File: config.mk
export PLATFORM = sky130hd
export DESIGN_NAME = wb_regfile_flat
export DESIGN_NICKNAME = d
export VERILOG_FILES = /design/src/rtl/wb_regfile_if.sv /design/src/rtl/wb_regfile.sv /design/src/flat_wrapper.sv
export SDC_FILE = /design/constraint.sdc
export NUM_CORES = 2
export LEC_CHECK = 0
export CAP_MARGIN = 5
export CORE_MARGIN = 2
export CORE_UTILIZATION = 49
export CTS_CLUSTER_DIAMETER = 150
export DETAILED_ROUTE_END_ITERATION = 10
export HOLD_SLACK_MARGIN = 0.02
export PLACE_DENSITY_LB_ADDON = 0.1
export SKIP_LAST_GASP = 1
export SYNTH_ARGS = -nofsm -noshare
export SYNTH_HDL_FRONTEND = slang
export SYNTH_SLANG_ARGS = --single-unit
File: constraint.sdc
create_clock -name clk -period 4.6 [get_ports clk]
set_input_delay 0.46 -clock clk [delete_from_list [all_inputs] [get_ports clk]]
set_output_delay 0.46 -clock clk [all_outputs]
set_load 0.01 [all_outputs]
File: src/rtl/wb_regfile_if.sv
`default_nettype none
// ============================================================================
//  Module   : wb_regfile_if
//  Purpose  : Bundles the writeback-side write signals, the decode-side read
//             addresses and every register-file output into one interface.
//  Ports    : WB_Final_Wr / WB_Dst / WB_Result / WB_HiData / WB_PC  (write side)
//             ID_rs / ID_rt                                         (read addresses)
//             RF_RsData / RF_RtData / RF_Hi / RF_Lo                 (read data)
//             CP0_WrReq, debug_wb_* trace, Retired                  (status)
//  Modports : slave  - the register file itself
//             master - whoever drives writeback/decode and consumes results
//  Revision : 1.0  initial release
// ============================================================================
interface wb_regfile_if;
  logic [3:0]  WB_Final_Wr;   // [3]=RFWr [2]=CP0Wr [1]=HIWr [0]=LOWr
  logic [4:0]  WB_Dst;
  logic [31:0] WB_Result;
  logic [31:0] WB_HiData;
  logic [31:0] WB_PC;
  logic [4:0]  ID_rs;
  logic [4:0]  ID_rt;
  logic [31:0] RF_RsData;
  logic [31:0] RF_RtData;
  logic [31:0] RF_Hi;
  logic [31:0] RF_Lo;
  logic        CP0_WrReq;
  logic [31:0] debug_wb_pc;
  logic [3:0]  debug_wb_rf_wen;
  logic [4:0]  debug_wb_rf_wnum;
  logic [31:0] debug_wb_rf_wdata;
  logic [31:0] Retired;

  modport slave (
    input  WB_Final_Wr, WB_Dst, WB_Result, WB_HiData, WB_PC, ID_rs, ID_rt,
    output RF_RsData, RF_RtData, RF_Hi, RF_Lo, CP0_WrReq,
           debug_wb_pc, debug_wb_rf_wen, debug_wb_rf_wnum, debug_wb_rf_wdata,
           Retired
  );

  modport master (
    output WB_Final_Wr, WB_Dst, WB_Result, WB_HiData, WB_PC, ID_rs, ID_rt,
    input  RF_RsData, RF_RtData, RF_Hi, RF_Lo, CP0_WrReq,
           debug_wb_pc, debug_wb_rf_wen, debug_wb_rf_wnum, debug_wb_rf_wdata,
           Retired
  );
endinterface
`default_nettype wire

File: src/rtl/wb_regfile.sv
`default_nettype none
// ============================================================================
//  Module   : wb_regfile
//  Purpose  : MIPS-style writeback register file: 31 GPRs (GPR0 hard-wired to
//             zero), HI/LO, optional same-cycle write-to-read forwarding,
//             registered CP0 write request, one-cycle commit trace and a
//             free-running count of committed writes.
//  Ports    : clk  - sole clock, rising edge
//             rst  - synchronous, active-high reset
//             bus  - wb_regfile_if.slave (write side, read addresses, outputs)
//  Params   : BYPASS - 1: reads forward the in-flight writeback data
//                      0: reads return stored contents only
//  Revision : 1.0  initial release
// ============================================================================
module wb_regfile #(
  parameter int BYPASS = 1
) (
  input  wire logic         clk,
  input  wire logic         rst,
  wb_regfile_if.slave       bus
);

  localparam int RF_WR  = 3;
  localparam int CP0_WR = 2;
  localparam int HI_WR  = 1;
  localparam int LO_WR  = 0;

  // Write-enable decode; a GPR write to index 0 is dropped everywhere.
  logic w_rf_wr;
  logic w_gpr_wr;
  logic w_hi_wr;
  logic w_lo_wr;

  assign w_rf_wr  = bus.WB_Final_Wr[RF_WR];
  assign w_gpr_wr = w_rf_wr && (bus.WB_Dst != 5'd0);
  assign w_hi_wr  = bus.WB_Final_Wr[HI_WR];
  assign w_lo_wr  = bus.WB_Final_Wr[LO_WR];

  // --------------------------------------------------------------------------
  // State
  // --------------------------------------------------------------------------
  logic [31:0] gpr_q [1:31];
  logic [31:0] gpr_d [1:31];
  logic [31:0] hi_q, hi_d;
  logic [31:0] lo_q, lo_d;
  logic        cp0_wr_req_q, cp0_wr_req_d;
  logic [31:0] trace_pc_q, trace_pc_d;
  logic [3:0]  trace_wen_q, trace_wen_d;
  logic [4:0]  trace_wnum_q, trace_wnum_d;
  logic [31:0] trace_wdata_q, trace_wdata_d;
  logic [31:0] retired_q, retired_d;

  // Next-state: reset wins over any simultaneous write.
  always_comb begin
    gpr_d         = gpr_q;
    hi_d          = hi_q;
    lo_d          = lo_q;
    cp0_wr_req_d  = bus.WB_Final_Wr[CP0_WR];
    trace_pc_d    = bus.WB_PC;
    trace_wen_d   = {4{w_gpr_wr}};
    trace_wnum_d  = bus.WB_Dst;
    trace_wdata_d = bus.WB_Result;
    retired_d     = (|bus.WB_Final_Wr) ? retired_q + 32'd1 : retired_q;

    if (w_gpr_wr) begin
      gpr_d[bus.WB_Dst] = bus.WB_Result;
    end
    if (w_hi_wr) begin
      hi_d = bus.WB_HiData;
    end
    if (w_lo_wr) begin
      lo_d = bus.WB_Result;
    end

    if (rst) begin
      for (int i = 1; i < 32; i++) begin
        gpr_d[i] = 32'd0;
      end
      hi_d          = 32'd0;
      lo_d          = 32'd0;
      cp0_wr_req_d  = 1'b0;
      trace_pc_d    = 32'd0;
      trace_wen_d   = 4'd0;
      trace_wnum_d  = 5'd0;
      trace_wdata_d = 32'd0;
      retired_d     = 32'd0;
    end
  end

  always_ff @(posedge clk) begin
    gpr_q         <= gpr_d;
    hi_q          <= hi_d;
    lo_q          <= lo_d;
    cp0_wr_req_q  <= cp0_wr_req_d;
    trace_pc_q    <= trace_pc_d;
    trace_wen_q   <= trace_wen_d;
    trace_wnum_q  <= trace_wnum_d;
    trace_wdata_q <= trace_wdata_d;
    retired_q     <= retired_d;
  end

  // --------------------------------------------------------------------------
  // Combinational reads. Forwarding is deliberately not gated by rst so the
  // decode stage sees the in-flight value even in a reset cycle.
  // --------------------------------------------------------------------------
  logic [31:0] rs_data;
  logic [31:0] rt_data;
  logic [31:0] hi_rd;
  logic [31:0] lo_rd;

  always_comb begin
    rs_data = 32'd0;
    if (bus.ID_rs != 5'd0) begin
      rs_data = gpr_q[bus.ID_rs];
      if ((BYPASS != 0) && w_rf_wr && (bus.WB_Dst == bus.ID_rs)) begin
        rs_data = bus.WB_Result;
      end
    end
  end

  always_comb begin
    rt_data = 32'd0;
    if (bus.ID_rt != 5'd0) begin
      rt_data = gpr_q[bus.ID_rt];
      if ((BYPASS != 0) && w_rf_wr && (bus.WB_Dst == bus.ID_rt)) begin
        rt_data = bus.WB_Result;
      end
    end
  end

  always_comb begin
    hi_rd = hi_q;
    lo_rd = lo_q;
    if (BYPASS != 0) begin
      if (w_hi_wr) begin
        hi_rd = bus.WB_HiData;
      end
      if (w_lo_wr) begin
        lo_rd = bus.WB_Result;
      end
    end
  end

  assign bus.RF_RsData         = rs_data;
  assign bus.RF_RtData         = rt_data;
  assign bus.RF_Hi             = hi_rd;
  assign bus.RF_Lo             = lo_rd;
  assign bus.CP0_WrReq         = cp0_wr_req_q;
  assign bus.debug_wb_pc       = trace_pc_q;
  assign bus.debug_wb_rf_wen   = trace_wen_q;
  assign bus.debug_wb_rf_wnum  = trace_wnum_q;
  assign bus.debug_wb_rf_wdata = trace_wdata_q;
  assign bus.Retired           = retired_q;

endmodule
`default_nettype wire

File: src/flat_wrapper.sv
// flat-port wrapper written by rule: the top's interface ports become plain ports
module wb_regfile_flat 
#(
  parameter int BYPASS = 1
)
  (clk, rst, bus_WB_Final_Wr, bus_WB_Dst, bus_WB_Result, bus_WB_HiData, bus_WB_PC, bus_ID_rs, bus_ID_rt, bus_RF_RsData, bus_RF_RtData, bus_RF_Hi, bus_RF_Lo, bus_CP0_WrReq, bus_debug_wb_pc, bus_debug_wb_rf_wen, bus_debug_wb_rf_wnum, bus_debug_wb_rf_wdata, bus_Retired);
  wb_regfile_if bus_i ();
  input  wire logic clk;
  input  wire logic rst;
  input wire logic [$bits(bus_i.WB_Final_Wr)-1:0] bus_WB_Final_Wr;
  input wire logic [$bits(bus_i.WB_Dst)-1:0] bus_WB_Dst;
  input wire logic [$bits(bus_i.WB_Result)-1:0] bus_WB_Result;
  input wire logic [$bits(bus_i.WB_HiData)-1:0] bus_WB_HiData;
  input wire logic [$bits(bus_i.WB_PC)-1:0] bus_WB_PC;
  input wire logic [$bits(bus_i.ID_rs)-1:0] bus_ID_rs;
  input wire logic [$bits(bus_i.ID_rt)-1:0] bus_ID_rt;
  output wire logic [$bits(bus_i.RF_RsData)-1:0] bus_RF_RsData;
  output wire logic [$bits(bus_i.RF_RtData)-1:0] bus_RF_RtData;
  output wire logic [$bits(bus_i.RF_Hi)-1:0] bus_RF_Hi;
  output wire logic [$bits(bus_i.RF_Lo)-1:0] bus_RF_Lo;
  output wire logic [$bits(bus_i.CP0_WrReq)-1:0] bus_CP0_WrReq;
  output wire logic [$bits(bus_i.debug_wb_pc)-1:0] bus_debug_wb_pc;
  output wire logic [$bits(bus_i.debug_wb_rf_wen)-1:0] bus_debug_wb_rf_wen;
  output wire logic [$bits(bus_i.debug_wb_rf_wnum)-1:0] bus_debug_wb_rf_wnum;
  output wire logic [$bits(bus_i.debug_wb_rf_wdata)-1:0] bus_debug_wb_rf_wdata;
  output wire logic [$bits(bus_i.Retired)-1:0] bus_Retired;
  assign bus_i.WB_Final_Wr = bus_WB_Final_Wr;
  assign bus_i.WB_Dst = bus_WB_Dst;
  assign bus_i.WB_Result = bus_WB_Result;
  assign bus_i.WB_HiData = bus_WB_HiData;
  assign bus_i.WB_PC = bus_WB_PC;
  assign bus_i.ID_rs = bus_ID_rs;
  assign bus_i.ID_rt = bus_ID_rt;
  assign bus_RF_RsData = bus_i.RF_RsData;
  assign bus_RF_RtData = bus_i.RF_RtData;
  assign bus_RF_Hi = bus_i.RF_Hi;
  assign bus_RF_Lo = bus_i.RF_Lo;
  assign bus_CP0_WrReq = bus_i.CP0_WrReq;
  assign bus_debug_wb_pc = bus_i.debug_wb_pc;
  assign bus_debug_wb_rf_wen = bus_i.debug_wb_rf_wen;
  assign bus_debug_wb_rf_wnum = bus_i.debug_wb_rf_wnum;
  assign bus_debug_wb_rf_wdata = bus_i.debug_wb_rf_wdata;
  assign bus_Retired = bus_i.Retired;
  wb_regfile #(.BYPASS(BYPASS)) u_core (.clk(clk), .rst(rst), .bus(bus_i));
endmodule
==> impl_metrics.ini <==
[sta]
min_period_ns = 4.51
final-max-slew-violation-count = 0
max_slew_margin_pct = 21.1
max_freq_mhz = 222
hold_violations = 0
worst_pin_slew_ns = 1.18
skew_ns = 0.0164
setup_violations = 0
setup_tns_ns = 0
post-route-period-util_pct = 98.0
rsz0062_at_grt = false

[grt]
grt_pass1_wl_mm = 338
track_usage_pct = 38.9
grt_start_max_net_pins = 126
antenna_found_initial = 8
overflow = 0
grt_pass1_vias = 49500

[synth]
synth_top_area_cell = dfxtp_1
synthFlopType = dfxtp_1
synth.top_cell.area_share_pct = 40.8
syn_area_mm2 = 0.0568
netlist_top_cells_count = nand2_1, dfxtp_1, a21oi_1, clkbuf_1, mux4_2
synth.avg_cell_area_um2 = 8.57
yosysSeqAreaShare_pct = 40.8
synth_edf_count = 0
ys_types = 63
yosys_warnings = 0
synth.most_common_cell = nand2_1
ys_seq_elements = 1159
synth_area_leaders = dfxtp_1, mux4_2, nand2_1
syn_nets = 6748
async_reset_ff_share_pct = 0
syn_inst = 6630

[critical_path]
r2r_slack_ns = 2.37
crit_end = bus_RF_RtData[29]
cp_cell_sequence = buf_8, nand2_1, a211oi_1, nor3_1, o32ai_1, nand4_1, and2_1, clkdlybuf4s50_1
cp_slowest_cell = o32ai_1
startpoint_type = input port
cp-startpoint = bus_ID_rt[0]
path_class = input port to output port
worstSetupEndpointType = output port
critPathRequiredTime_ns = 4.14
critPathTopFamily = compound AO/OA/AOI/OAI gates
r2r-end = u_core.bus.Retired[24]
cpPeakStageDelay_ns = 1.00
rr_worst_depth = 5
crit_cells = 8
arrival_ns = 4.05
cp_max_fo = 36
r2r_start = u_core.bus.Retired[9]
cp_num_buf_inv = 2

[routing]
drc = 0
drt_wl_total_mm = 236
dr.first_iter.drc_count = 8584
wl_per_cell_um = 28.3
vias = 53700
ant_nets = 0
via_per_inst = 6.44
firstDrtPassIters = 6

[floorplan]
core_mm2 = 0.115
rows = 124
io_pins = 351
die_h_um = 345
die_area_mm2 = 0.119
initial_core_util_pct = 49.6
die_width_um = 345

[layout]
nets = 6835
syn_to_final_growth_pct = 17.0
fin_area_mm2 = 0.0665
drive_gt1_share_pct = 16.2
fillers = 10100
post-route-util_pct = 58.0

[clocking]
clock_latency_ns = 0.77
ctsHoldBuffers = 0
cts_tree = yes
htreeDepth = 4
clk_pin_slew_ns = 0.05
root_buffer = clkbuf_16
cts_buffer_depth = 3
clock-sinks = 1159
cts_buffers = 134

[pwr]
power_density_mw_per_mm2 = 351
vdd.ir_drop.worst_mv = 0.376
p_leak_uw = 0.0223
finalPower_uw = 23300

[placement]
gp_congestion = 0.974
io_buffer_count = 350
hpwl_mm = 146
place_area_mm2 = 0.0622

[run_status]
outcome = finished clean

[job]
drv_cap = 0

[min_path]
hp-class = input port to flip-flop
[power by group]
| group | switching (uW) | internal [uW] |
|---|---|---|
| combinational | 1580 | 895 |
| sequential | 63.8 | 10200 |
| clock | 4420 | 6190 |
| total | 6060 | 17300 |
[kinds of logic (layout without fill, tap and decap cells)]
logic type	after synthesis	in the layout	synth area share [%]
and+or+nand+nor	2789	2789	19.9
AOI/OAI and AO/OA	1361	1361	13.5
DFF	1159	1159	40.8
buffers and inverters	689	872	5.25
muxes	596	596	20.0
xor gates and xnor gates	35	35	0.539
adders and majority gates	1	1	0.0220
other	0	7	0
[worst min path at each step]
stage,from,slack [ns],depth (start not counted),to
after floorplan,u_core.gpr_q[322],0.44,2,u_core.gpr_q[322]
after global placement,u_core.gpr_q[444],0.45,2,u_core.gpr_q[444]
after detailed placement,u_core.gpr_q[417],0.46,2,u_core.gpr_q[417]
after CTS,bus_WB_PC[4],0.22,2,u_core.bus.debug_wb_pc[4]
after global routing,bus_WB_PC[14],0.24,2,u_core.bus.debug_wb_pc[14]
final,bus_WB_PC[4],0.25,2,u_core.bus.debug_wb_pc[4]
[cell usage in the layout (no fill, tap or decap), types with 11 or more instances in the layout]
cell type        count
nand2_1           2266
dfxtp_1           1159
a21oi_1           1024
mux4_2             419
clkdlybuf4s50_1    340
buf_4              245
nor2b_1            160
clkbuf_16          140
nor2_1             112
mux2_2             111
a22oi_1             89
mux2i_1             66
nand3_1             60
a221oi_1            55
o21ai_0             49
clkbuf_1            37
buf_12              37
nor3_1              31
nor2_4              31
a211oi_1            28
o211ai_1            26
xor2_1              24
nand2_2             24
o2111ai_1           22
clkbuf_8            21
nor4_1              20
clkinv_2            18
o22ai_1             17
and3_1              17
a311oi_1            16
nand4_1             12
xnor2_1             11
[metrics by stage]
step,setup slack (ns),cells,hold WS [ns]
5_1_grt,0.0723,8325,0.244
4_1_cts,0.344,8325,0.225
2_1_floorplan,2.02,6630,0.442
6_report,0.0928,8332,0.254
3_5_place_dp,0.360,8093,0.457
3_3_place_gp,0.340,8093,0.448
[routing by layer]
metal  vias up  global-route usage, %  part of all wire, %
met5         -                  0.601                0.095
met4        20                   20.1                  5.8
met3       831                   12.3                   14
met2      3882                   56.0                   42
met1     25900                   52.4                   38
li1      23000                      -                    -
[worst register-to-register path, stage by stage, from the launching register on]
cell and delay (ns):
dfxtp_1 0.44, and4_1 0.40, and3_1 0.25, nand4_1 0.44, or3_1 0.49, a21oi_1 0.14
[final cells by class]
type	count	area [um2]	share of cell area, %
Antenna cell	7	17.5	0.0263
Clock buffer	198	3930	5.91
Clock inverter	34	360	0.542
Inverter	10	38.8	0.0583
Multi-Input combinational cell	4782	31000	46.6
Sequential cell	1159	23200	34.9
Tap cell	1512	1890	2.84
Timing Repair Buffer	630	6080	9.14
[sequential cells by signal, summed over array words and instances, names as in the netlist]
register and count:
u_core.bus.debug_wb_rf_wen 1, u_core.bus.debug_wb_pc 32, u_core.hi_q 32, u_core.bus.CP0_WrReq 1
u_core.lo_q 32, u_core.gpr_q 992, u_core.bus.debug_wb_rf_wdata 32, u_core.bus.Retired 32
u_core.bus.debug_wb_rf_wnum 5
[repair_timing]
action / in CTS / in global routing
buffers inserted: 0 / 0
endpoints found under the setup margin: 0 / 1
resized for setup: 0 / 1
endpoints found under the hold margin: 0 / 0
Power figures use the tool's default switching activity.
